==> src/rtl/mem_port_arbiter_if.sv <==
// Shared data-memory port bundle: two manager request channels plus the memory strobe side.
// The arbiter connects through the master modport; the surrounding environment uses the slave modport.
interface mem_port_arbiter_if #(
    parameter int unsigned ADDR_W = 32,
    parameter int unsigned DATA_W = 32
);
    logic              M0_REQ;
    logic              M0_WE;
    logic [1:0]        M0_SIZE;
    logic [ADDR_W-1:0] M0_ADDR;
    logic [DATA_W-1:0] M0_WDATA;
    logic [DATA_W-1:0] M0_RDATA;
    logic              M0_ACK;

    logic              M1_REQ;
    logic              M1_WE;
    logic [1:0]        M1_SIZE;
    logic [ADDR_W-1:0] M1_ADDR;
    logic [DATA_W-1:0] M1_WDATA;
    logic [DATA_W-1:0] M1_RDATA;
    logic              M1_ACK;

    logic [ADDR_W-1:0] ADDR;
    logic [DATA_W-1:0] DATA_O;
    logic [DATA_W-1:0] DATA_I;
    logic              WRSTB;
    logic              RDSTB;
    logic [1:0]        SIZE;
    logic [1:0]        GNT;
    logic              BUSY;

    modport master (
        input  M0_REQ, M0_WE, M0_SIZE, M0_ADDR, M0_WDATA,
        input  M1_REQ, M1_WE, M1_SIZE, M1_ADDR, M1_WDATA,
        input  DATA_I,
        output M0_RDATA, M0_ACK, M1_RDATA, M1_ACK,
        output ADDR, DATA_O, WRSTB, RDSTB, SIZE, GNT, BUSY
    );

    modport slave (
        output M0_REQ, M0_WE, M0_SIZE, M0_ADDR, M0_WDATA,
        output M1_REQ, M1_WE, M1_SIZE, M1_ADDR, M1_WDATA,
        output DATA_I,
        input  M0_RDATA, M0_ACK, M1_RDATA, M1_ACK,
        input  ADDR, DATA_O, WRSTB, RDSTB, SIZE, GNT, BUSY
    );
endinterface

==> src/rtl/mem_port_arbiter.sv <==
// Two-manager arbiter for the single data-memory strobe port: round-robin grant, fixed-latency
// strobe window, registered read data and a one-cycle ACK. Define ARB_FIXED_PRIO_EN for M0-priority.
module mem_port_arbiter #(
    parameter int unsigned ADDR_W  = 32,
    parameter int unsigned DATA_W  = 32,
    parameter int unsigned MEM_LAT = 2
) (
    input  logic                ACLK,
    input  logic                RESETn,
    mem_port_arbiter_if.master  bus
);
    localparam int unsigned     CNT_W    = 4;
    localparam logic [CNT_W-1:0] CNT_LOAD = CNT_W'(MEM_LAT - 1);

    typedef enum logic [1:0] {
        ST_IDLE   = 2'd0,
        ST_ACCESS = 2'd1,
        ST_RESP   = 2'd2
    } state_e;

    state_e            state_q, state_d;
    logic [CNT_W-1:0]  cnt_q, cnt_d;
    logic              last_grant_q, last_grant_d;
    logic              we_q, we_d;
    logic [ADDR_W-1:0] addr_q, addr_d;
    logic [DATA_W-1:0] data_o_q, data_o_d;
    logic [1:0]        size_q, size_d;
    logic [1:0]        gnt_q, gnt_d;
    logic              busy_q, busy_d;
    logic              rdstb_q, rdstb_d;
    logic              wrstb_q, wrstb_d;
    logic              ack0_q, ack0_d;
    logic              ack1_q, ack1_d;
    logic [DATA_W-1:0] rdata0_q, rdata0_d;
    logic [DATA_W-1:0] rdata1_q, rdata1_d;
    logic              win_m1;

    // State and output registers; last_grant resets to M1 so M0 wins the first tie
    always_ff @(posedge ACLK or negedge RESETn) begin
        if (!RESETn) begin
            state_q      <= ST_IDLE;
            cnt_q        <= '0;
            last_grant_q <= 1'b1;
            we_q         <= 1'b0;
            addr_q       <= '0;
            data_o_q     <= '0;
            size_q       <= '0;
            gnt_q        <= '0;
            busy_q       <= 1'b0;
            rdstb_q      <= 1'b0;
            wrstb_q      <= 1'b0;
            ack0_q       <= 1'b0;
            ack1_q       <= 1'b0;
            rdata0_q     <= '0;
            rdata1_q     <= '0;
        end else begin
            state_q      <= state_d;
            cnt_q        <= cnt_d;
            last_grant_q <= last_grant_d;
            we_q         <= we_d;
            addr_q       <= addr_d;
            data_o_q     <= data_o_d;
            size_q       <= size_d;
            gnt_q        <= gnt_d;
            busy_q       <= busy_d;
            rdstb_q      <= rdstb_d;
            wrstb_q      <= wrstb_d;
            ack0_q       <= ack0_d;
            ack1_q       <= ack1_d;
            rdata0_q     <= rdata0_d;
            rdata1_q     <= rdata1_d;
        end
    end

    // Next-state logic; strobes and ACKs are computed one cycle ahead so they leave straight from flops
    always_comb begin
        state_d      = state_q;
        cnt_d        = cnt_q;
        last_grant_d = last_grant_q;
        we_d         = we_q;
        addr_d       = addr_q;
        data_o_d     = data_o_q;
        size_d       = size_q;
        gnt_d        = gnt_q;
        busy_d       = busy_q;
        rdstb_d      = 1'b0;
        wrstb_d      = 1'b0;
        ack0_d       = 1'b0;
        ack1_d       = 1'b0;
        rdata0_d     = rdata0_q;
        rdata1_d     = rdata1_q;

`ifdef ARB_FIXED_PRIO_EN
        win_m1 = bus.M1_REQ & ~bus.M0_REQ;
`else
        win_m1 = bus.M1_REQ & (~bus.M0_REQ | ~last_grant_q);
`endif

        unique case (state_q)
            ST_IDLE: begin
                if (bus.M0_REQ || bus.M1_REQ) begin
                    if (win_m1) begin
                        we_d     = bus.M1_WE;
                        addr_d   = bus.M1_ADDR;
                        data_o_d = bus.M1_WDATA;
                        size_d   = bus.M1_SIZE;
                        gnt_d    = 2'b10;
                    end else begin
                        we_d     = bus.M0_WE;
                        addr_d   = bus.M0_ADDR;
                        data_o_d = bus.M0_WDATA;
                        size_d   = bus.M0_SIZE;
                        gnt_d    = 2'b01;
                    end
                    last_grant_d = win_m1;
                    cnt_d        = CNT_LOAD;
                    busy_d       = 1'b1;
                    rdstb_d      = ~we_d;
                    wrstb_d      = we_d;
                    state_d      = ST_ACCESS;
                end
            end
            ST_ACCESS: begin
                if (cnt_q != '0) begin
                    cnt_d   = cnt_q - 1'b1;
                    rdstb_d = ~we_q;
                    wrstb_d = we_q;
                end else begin
                    // Last strobe cycle: memory data is valid now
                    if (!we_q) begin
                        if (gnt_q[1]) rdata1_d = bus.DATA_I;
                        else          rdata0_d = bus.DATA_I;
                    end
                    ack0_d  = gnt_q[0];
                    ack1_d  = gnt_q[1];
                    state_d = ST_RESP;
                end
            end
            ST_RESP: begin
                gnt_d   = 2'b00;
                busy_d  = 1'b0;
                state_d = ST_IDLE;
            end
            default: begin
                gnt_d   = 2'b00;
                busy_d  = 1'b0;
                state_d = ST_IDLE;
            end
        endcase
    end

    assign bus.ADDR     = addr_q;
    assign bus.DATA_O   = data_o_q;
    assign bus.SIZE     = size_q;
    assign bus.RDSTB    = rdstb_q;
    assign bus.WRSTB    = wrstb_q;
    assign bus.GNT      = gnt_q;
    assign bus.BUSY     = busy_q;
    assign bus.M0_ACK   = ack0_q;
    assign bus.M1_ACK   = ack1_q;
    assign bus.M0_RDATA = rdata0_q;
    assign bus.M1_RDATA = rdata1_q;

endmodule

==> src/flat_wrapper.sv <==
// flat-port wrapper written by rule: the top's interface ports become plain ports
module mem_port_arbiter_flat 
#(
    parameter int unsigned ADDR_W  = 32,
    parameter int unsigned DATA_W  = 32,
    parameter int unsigned MEM_LAT = 2
)
  (ACLK, RESETn, bus_M0_REQ, bus_M0_WE, bus_M0_SIZE, bus_M0_ADDR, bus_M0_WDATA, bus_M1_REQ, bus_M1_WE, bus_M1_SIZE, bus_M1_ADDR, bus_M1_WDATA, bus_DATA_I, bus_M0_RDATA, bus_M0_ACK, bus_M1_RDATA, bus_M1_ACK, bus_ADDR, bus_DATA_O, bus_WRSTB, bus_RDSTB, bus_SIZE, bus_GNT, bus_BUSY);
  mem_port_arbiter_if #(.ADDR_W(ADDR_W), .DATA_W(DATA_W)) bus_i ();
  input  logic ACLK;
  input  logic RESETn;
  input wire logic [$bits(bus_i.M0_REQ)-1:0] bus_M0_REQ;
  input wire logic [$bits(bus_i.M0_WE)-1:0] bus_M0_WE;
  input wire logic [$bits(bus_i.M0_SIZE)-1:0] bus_M0_SIZE;
  input wire logic [$bits(bus_i.M0_ADDR)-1:0] bus_M0_ADDR;
  input wire logic [$bits(bus_i.M0_WDATA)-1:0] bus_M0_WDATA;
  input wire logic [$bits(bus_i.M1_REQ)-1:0] bus_M1_REQ;
  input wire logic [$bits(bus_i.M1_WE)-1:0] bus_M1_WE;
  input wire logic [$bits(bus_i.M1_SIZE)-1:0] bus_M1_SIZE;
  input wire logic [$bits(bus_i.M1_ADDR)-1:0] bus_M1_ADDR;
  input wire logic [$bits(bus_i.M1_WDATA)-1:0] bus_M1_WDATA;
  input wire logic [$bits(bus_i.DATA_I)-1:0] bus_DATA_I;
  output wire logic [$bits(bus_i.M0_RDATA)-1:0] bus_M0_RDATA;
  output wire logic [$bits(bus_i.M0_ACK)-1:0] bus_M0_ACK;
  output wire logic [$bits(bus_i.M1_RDATA)-1:0] bus_M1_RDATA;
  output wire logic [$bits(bus_i.M1_ACK)-1:0] bus_M1_ACK;
  output wire logic [$bits(bus_i.ADDR)-1:0] bus_ADDR;
  output wire logic [$bits(bus_i.DATA_O)-1:0] bus_DATA_O;
  output wire logic [$bits(bus_i.WRSTB)-1:0] bus_WRSTB;
  output wire logic [$bits(bus_i.RDSTB)-1:0] bus_RDSTB;
  output wire logic [$bits(bus_i.SIZE)-1:0] bus_SIZE;
  output wire logic [$bits(bus_i.GNT)-1:0] bus_GNT;
  output wire logic [$bits(bus_i.BUSY)-1:0] bus_BUSY;
  assign bus_i.M0_REQ = bus_M0_REQ;
  assign bus_i.M0_WE = bus_M0_WE;
  assign bus_i.M0_SIZE = bus_M0_SIZE;
  assign bus_i.M0_ADDR = bus_M0_ADDR;
  assign bus_i.M0_WDATA = bus_M0_WDATA;
  assign bus_i.M1_REQ = bus_M1_REQ;
  assign bus_i.M1_WE = bus_M1_WE;
  assign bus_i.M1_SIZE = bus_M1_SIZE;
  assign bus_i.M1_ADDR = bus_M1_ADDR;
  assign bus_i.M1_WDATA = bus_M1_WDATA;
  assign bus_i.DATA_I = bus_DATA_I;
  assign bus_M0_RDATA = bus_i.M0_RDATA;
  assign bus_M0_ACK = bus_i.M0_ACK;
  assign bus_M1_RDATA = bus_i.M1_RDATA;
  assign bus_M1_ACK = bus_i.M1_ACK;
  assign bus_ADDR = bus_i.ADDR;
  assign bus_DATA_O = bus_i.DATA_O;
  assign bus_WRSTB = bus_i.WRSTB;
  assign bus_RDSTB = bus_i.RDSTB;
  assign bus_SIZE = bus_i.SIZE;
  assign bus_GNT = bus_i.GNT;
  assign bus_BUSY = bus_i.BUSY;
  mem_port_arbiter #(.ADDR_W(ADDR_W), .DATA_W(DATA_W), .MEM_LAT(MEM_LAT)) u_core (.ACLK(ACLK), .RESETn(RESETn), .bus(bus_i));
endmodule
==> config.mk <==
export PLATFORM = sky130hd
export DESIGN_NAME = mem_port_arbiter_flat
export DESIGN_NICKNAME = d
export VERILOG_FILES = /design/src/rtl/mem_port_arbiter_if.sv /design/src/rtl/mem_port_arbiter.sv /design/src/flat_wrapper.sv
export SDC_FILE = /design/constraint.sdc
export NUM_CORES = 1
export LEC_CHECK = 0
export BUFFER_PORTS_ARGS = -buffer_cell sky130_fd_sc_hd__buf_4
export CORE_ASPECT_RATIO = 1.2
export CORE_UTILIZATION = 30
export DETAILED_ROUTE_END_ITERATION = 10
export PLACE_DENSITY = 0.67
export SYNTH_ARGS = -nofsm -noshare
export SYNTH_HDL_FRONTEND = slang
export SYNTH_SLANG_ARGS = --single-unit
==> constraint.sdc <==
create_clock -name ACLK -period 3 [get_ports ACLK]
set_input_delay 0.9 -clock ACLK [delete_from_list [all_inputs] [get_ports ACLK]]
set_output_delay 0.9 -clock ACLK [all_outputs]
set_load 0.1 [all_outputs]
==> impl_metrics.prom <==
# TYPE chip_impl_metric gauge
chip_impl_metric{name="clock_tree.buffer_depth",unit=""} 2
chip_impl_metric{name="drt-vias-per-instance",unit=""} 4.78
chip_impl_metric{name="netlist_area",unit="sq um"} 6120
chip_impl_metric{name="critical_path_peak_fanout",unit=""} 32
chip_impl_metric{name="worst_clock_skew",unit="ps"} 11.8
chip_impl_metric{name="initial_core_util",unit="%"} 31.0
chip_impl_metric{name="cts_hold_buffers",unit=""} 0
chip_impl_metric{name="synth.avg_cell_area",unit="sq um"} 12.5
chip_impl_metric{name="synth.distinct_cells",unit=""} 33
chip_impl_metric{name="portBuffers",unit=""} 306
chip_impl_info{name="status",value="finished clean"} 1
chip_impl_metric{name="design.die.area",unit="sq um"} 21000
chip_impl_metric{name="cap_violations",unit=""} 0
chip_impl_metric{name="area_growth",unit="%"} 52.7
chip_impl_info{name="critical_path.cell_chain",value="inv_1 -> ha_1 -> or3b_4 -> nor4_4 -> buf_4 -> mux2_2"} 1
chip_impl_metric{name="grt_antenna_before_repair",unit=""} 0
chip_impl_metric{name="synth-seq-cells",unit=""} 145
chip_impl_info{name="timing.critical_path.from",value="u_core.cnt_q[0]$_DFFE_PN0P_"} 1
chip_impl_metric{name="fin_util",unit="%"} 47.3
chip_impl_metric{name="post_route_antenna_net_violation_count",unit=""} 0
chip_impl_metric{name="design.portCount",unit=""} 307
chip_impl_info{name="grt_setup_unrepaired",value="no"} 1
chip_impl_metric{name="wl_per_cell",unit="microns"} 16.5
chip_impl_metric{name="relSlewSlack",unit="%"} 51.2
chip_impl_info{name="cts.root.buffer_cell",value="sky130_fd_sc_hd__clkbuf_16"} 1
chip_impl_metric{name="remaining_drc_errors",unit=""} 0
chip_impl_metric{name="antenna_cells_inserted",unit=""} 0
chip_impl_metric{name="grt_max_degree",unit=""} 69
chip_impl_metric{name="cp.required",unit="ps"} 3300
chip_impl_metric{name="fmax",unit="MHz"} 445
chip_impl_metric{name="ys.warnings.count",unit=""} 0
chip_impl_metric{name="clkSinkCount",unit=""} 145
chip_impl_metric{name="rows",unit=""} 56
chip_impl_metric{name="synth_nets",unit=""} 663
chip_impl_metric{name="crit_path_max_incr_delay",unit="ps"} 460
chip_impl_info{name="cp-end-kind",value="flop"} 1
chip_impl_metric{name="drt_wl_total",unit="microns"} 17600
chip_impl_metric{name="cp.arrival",unit="ps"} 2550
chip_impl_metric{name="clock_period_minus_worst_slack",unit="ps"} 2250
chip_impl_metric{name="worstMarginPinSlew",unit="ps"} 733
chip_impl_metric{name="finalSetupTns",unit="ps"} 0
chip_impl_metric{name="register_to_register_setup_slack",unit="ps"} 750
chip_impl_metric{name="vias_in_the_first_global_route",unit=""} 5205
chip_impl_info{name="tritoncts",value="yes"} 1
chip_impl_info{name="critical_path.top_delay_family",value="simple AND/OR/NAND/NOR gates"} 1
chip_impl_metric{name="drt_first_iter_violations",unit=""} 173
chip_impl_metric{name="gp_congestion",unit=""} 0.754
chip_impl_metric{name="numCtsBuffers",unit=""} 17
chip_impl_metric{name="cp.buffers_inverters",unit=""} 2
chip_impl_metric{name="number_of_slew_limit_violations_in_the_final_report",unit=""} 0
chip_impl_metric{name="finalCritPeriodShare",unit="%"} 74.9
chip_impl_info{name="crit_slowest_cell",value="sky130_fd_sc_hd__buf_4"} 1
chip_impl_metric{name="floorplan.die.width",unit="microns"} 132
chip_impl_metric{name="cts_setup_buffers",unit=""} 0
chip_impl_info{name="setup.worst_path.class",value="flop to flop"} 1
chip_impl_metric{name="timing.reg2reg.worst_path_depth",unit=""} 6
chip_impl_metric{name="postSynthCellCount",unit=""} 491
chip_impl_info{name="reg2reg_from",value="u_core.cnt_q[0]$_DFFE_PN0P_"} 1
chip_impl_info{name="crit-reg2reg-capture",value="u_core.bus.M0_RDATA[1]$_DFFE_PN0P_"} 1
chip_impl_metric{name="grt_overflow_total",unit=""} 0
chip_impl_metric{name="setup_viol",unit=""} 0
chip_impl_metric{name="cts_resized",unit=""} 0
chip_impl_metric{name="synth_top_area_share",unit="%"} 58.9
chip_impl_metric{name="die_y",unit="microns"} 158
chip_impl_info{name="holdCritPathClass",value="primary input to async pin"} 1
chip_impl_metric{name="detail_route.first_pass.iterations",unit=""} 6
chip_impl_info{name="synth_area_leader_cell",value="sky130_fd_sc_hd__dfrtp_1"} 1
chip_impl_metric{name="finalNetCount",unit=""} 961
chip_impl_metric{name="clk-insertion-delay-late",unit="ps"} 430
chip_impl_metric{name="portion_of_the_post_synthesis_area_used_by_sequential_elements",unit="%"} 59.3
chip_impl_metric{name="core_region_area",unit="sq um"} 19800
chip_impl_metric{name="layout_cells_sized_above_1",unit="%"} 52.5
chip_impl_metric{name="cp.depth",unit=""} 6
chip_impl_metric{name="grtUsageTotal",unit="%"} 16.9
chip_impl_metric{name="cts-htree-levels",unit=""} 4
chip_impl_metric{name="routed-via-count",unit=""} 5079
chip_impl_metric{name="global_route_wire_length_before_repair",unit="microns"} 27400
chip_impl_metric{name="place_hpwl",unit="microns"} 12600
chip_impl_info{name="yosys-top-cells-area",value="sky130_fd_sc_hd__dfrtp_1 59%, sky130_fd_sc_hd__a221o_1 11%, sky130_fd_sc_hd__mux2_2 10%"} 1
chip_impl_info{name="setup.worst_path.end",value="u_core.bus.M0_RDATA[1]$_DFFE_PN0P_"} 1
chip_impl_info{name="worstSetupStartpointType",value="flop"} 1
chip_impl_metric{name="clkSlewWorstSetupHoldPaths",unit="ps"} 70
chip_impl_metric{name="final-hold-violation-count",unit=""} 0
-- worst reg2reg max path: stages (launching register included) --
cell and delay (ps):
sky130_fd_sc_hd__dfrtp_1 370, sky130_fd_sc_hd__inv_1 100, sky130_fd_sc_hd__ha_1 160, sky130_fd_sc_hd__or3b_4 410, sky130_fd_sc_hd__nor4_4 200, sky130_fd_sc_hd__buf_4 460, sky130_fd_sc_hd__mux2_2 440
-- Yosys cell counts --
master and n:
sky130_fd_sc_hd__or4_2 1, sky130_fd_sc_hd__mux2i_1 3, sky130_fd_sc_hd__a21bo_2 1, sky130_fd_sc_hd__ha_1 2, sky130_fd_sc_hd__nand2_1 1, sky130_fd_sc_hd__o21ai_1 1, sky130_fd_sc_hd__or3_1 1, sky130_fd_sc_hd__inv_1 71
sky130_fd_sc_hd__nor4_4 1, sky130_fd_sc_hd__mux2_2 56, sky130_fd_sc_hd__a21oi_1 2, sky130_fd_sc_hd__nor3_1 66, sky130_fd_sc_hd__o2bb2ai_1 2, sky130_fd_sc_hd__buf_2 7, sky130_fd_sc_hd__a2bb2oi_1 1, sky130_fd_sc_hd__mux2_4 10
sky130_fd_sc_hd__buf_1 3, sky130_fd_sc_hd__and3_1 3, sky130_fd_sc_hd__nand3_1 1, sky130_fd_sc_hd__nor2_1 6, sky130_fd_sc_hd__o22ai_1 2, sky130_fd_sc_hd__dfstp_2 1, sky130_fd_sc_hd__clkbuf_1 23, sky130_fd_sc_hd__buf_6 3
sky130_fd_sc_hd__or2_2 1, sky130_fd_sc_hd__o21ai_0 4, sky130_fd_sc_hd__nand2b_1 4, sky130_fd_sc_hd__nor3b_1 1, sky130_fd_sc_hd__nand4_1 1, sky130_fd_sc_hd__or3b_4 1, sky130_fd_sc_hd__a221o_1 66, sky130_fd_sc_hd__nor2b_1 1
sky130_fd_sc_hd__dfrtp_1 144
-- area by class of cell --
| cell class | count | area (sq um) |
|---|---|---|
| tap | 261 | 327 |
| timing repair buffer | 315 | 2460 |
| clock buffer | 17 | 425 |
| clock inverter | 15 | 170 |
| inverter | 71 | 267 |
| multi-input combinational | 239 | 2070 |
| fill | 1858 | 10400 |
| sequential | 145 | 3630 |
-- cell usage in the layout (no fill, tap or decap), types with 3 or more instances in the layout --
cell                        instances
sky130_fd_sc_hd__buf_4            307
sky130_fd_sc_hd__dfrtp_1          144
sky130_fd_sc_hd__inv_1             71
sky130_fd_sc_hd__nor3_1            66
sky130_fd_sc_hd__a221o_1           66
sky130_fd_sc_hd__mux2_2            56
sky130_fd_sc_hd__clkbuf_16         17
sky130_fd_sc_hd__mux2_4            10
sky130_fd_sc_hd__buf_12             7
sky130_fd_sc_hd__nor2_1             6
sky130_fd_sc_hd__inv_6              5
sky130_fd_sc_hd__nand2b_1           4
sky130_fd_sc_hd__o21ai_0            4
sky130_fd_sc_hd__mux2i_1            3
sky130_fd_sc_hd__clkinv_4           3
-- per-stage QoR --
step / setup slack, ps / instance area [sq um] / cells / hold slack [ps]
after floorplan: 931 / 6120 / 491 / 470
after global placement: 737 / 8750 / 1031 / 478
after detailed placement: 704 / 8750 / 1031 / 479
after CTS: 749 / 9350 / 1063 / 456
after global routing: 632 / 9350 / 1063 / 494
final: 753 / 9350 / 1063 / 459
-- per-layer routing --
metal	vias to the layer above	part of all wire, %	GRT usage [%]
li1	2372	-	-
met1	2447	41	20.4
met2	243	49	28.6
met3	17	8.3	5.03
met4	0	1.5	6.46
met5	-	0	0
-- cell families (layout without fill, tap and decap cells) --
family | Yosys count | after routing | synth area share [%]
flip-flops | 145 | 145 | 59.3
multiplexers | 69 | 69 | 13.2
adder cells (fa/ha/maj) | 2 | 2 | 0.409
buffers and inverters | 107 | 418 | 7.07
AND/OR/NAND/NOR | 89 | 89 | 7.83
AO/OA/AOI/OAI | 79 | 79 | 12.2
-- worst min path at each step --
stage | start | end | depth (start not counted)
finish | RESETn | u_core.we_q$_DFFE_PN0P_ | 1
global route | RESETn | u_core.bus.M0_RDATA[10]$_DFFE_PN0P_ | 1
CTS | RESETn | u_core.bus.M0_RDATA[10]$_DFFE_PN0P_ | 1
detailed placement | u_core.last_grant_q$_DFFE_PN1P_ | u_core.last_grant_q$_DFFE_PN1P_ | 1
global placement | u_core.last_grant_q$_DFFE_PN1P_ | u_core.last_grant_q$_DFFE_PN1P_ | 1
floorplan | u_core.last_grant_q$_DFFE_PN1P_ | u_core.last_grant_q$_DFFE_PN1P_ | 1
-- flip-flops by register name, indices dropped and copies added, names as in the netlist --
name / cells
u_core.bus.M1_ACK: 1
u_core.bus.GNT: 2
u_core.last_grant_q: 1
u_core.we_q: 1
u_core.bus.SIZE: 2
u_core.state_q: 2
u_core.bus.M0_RDATA: 32
u_core.bus.M1_RDATA: 32
u_core.bus.RDSTB: 1
u_core.bus.BUSY: 1
u_core.bus.WRSTB: 1
u_core.bus.DATA_O: 32
u_core.bus.M0_ACK: 1
u_core.cnt_q: 4
u_core.bus.ADDR: 32
Power is not shown: default switching activity piles up to over one toggle a cycle in this logic, so the estimate is an artifact.
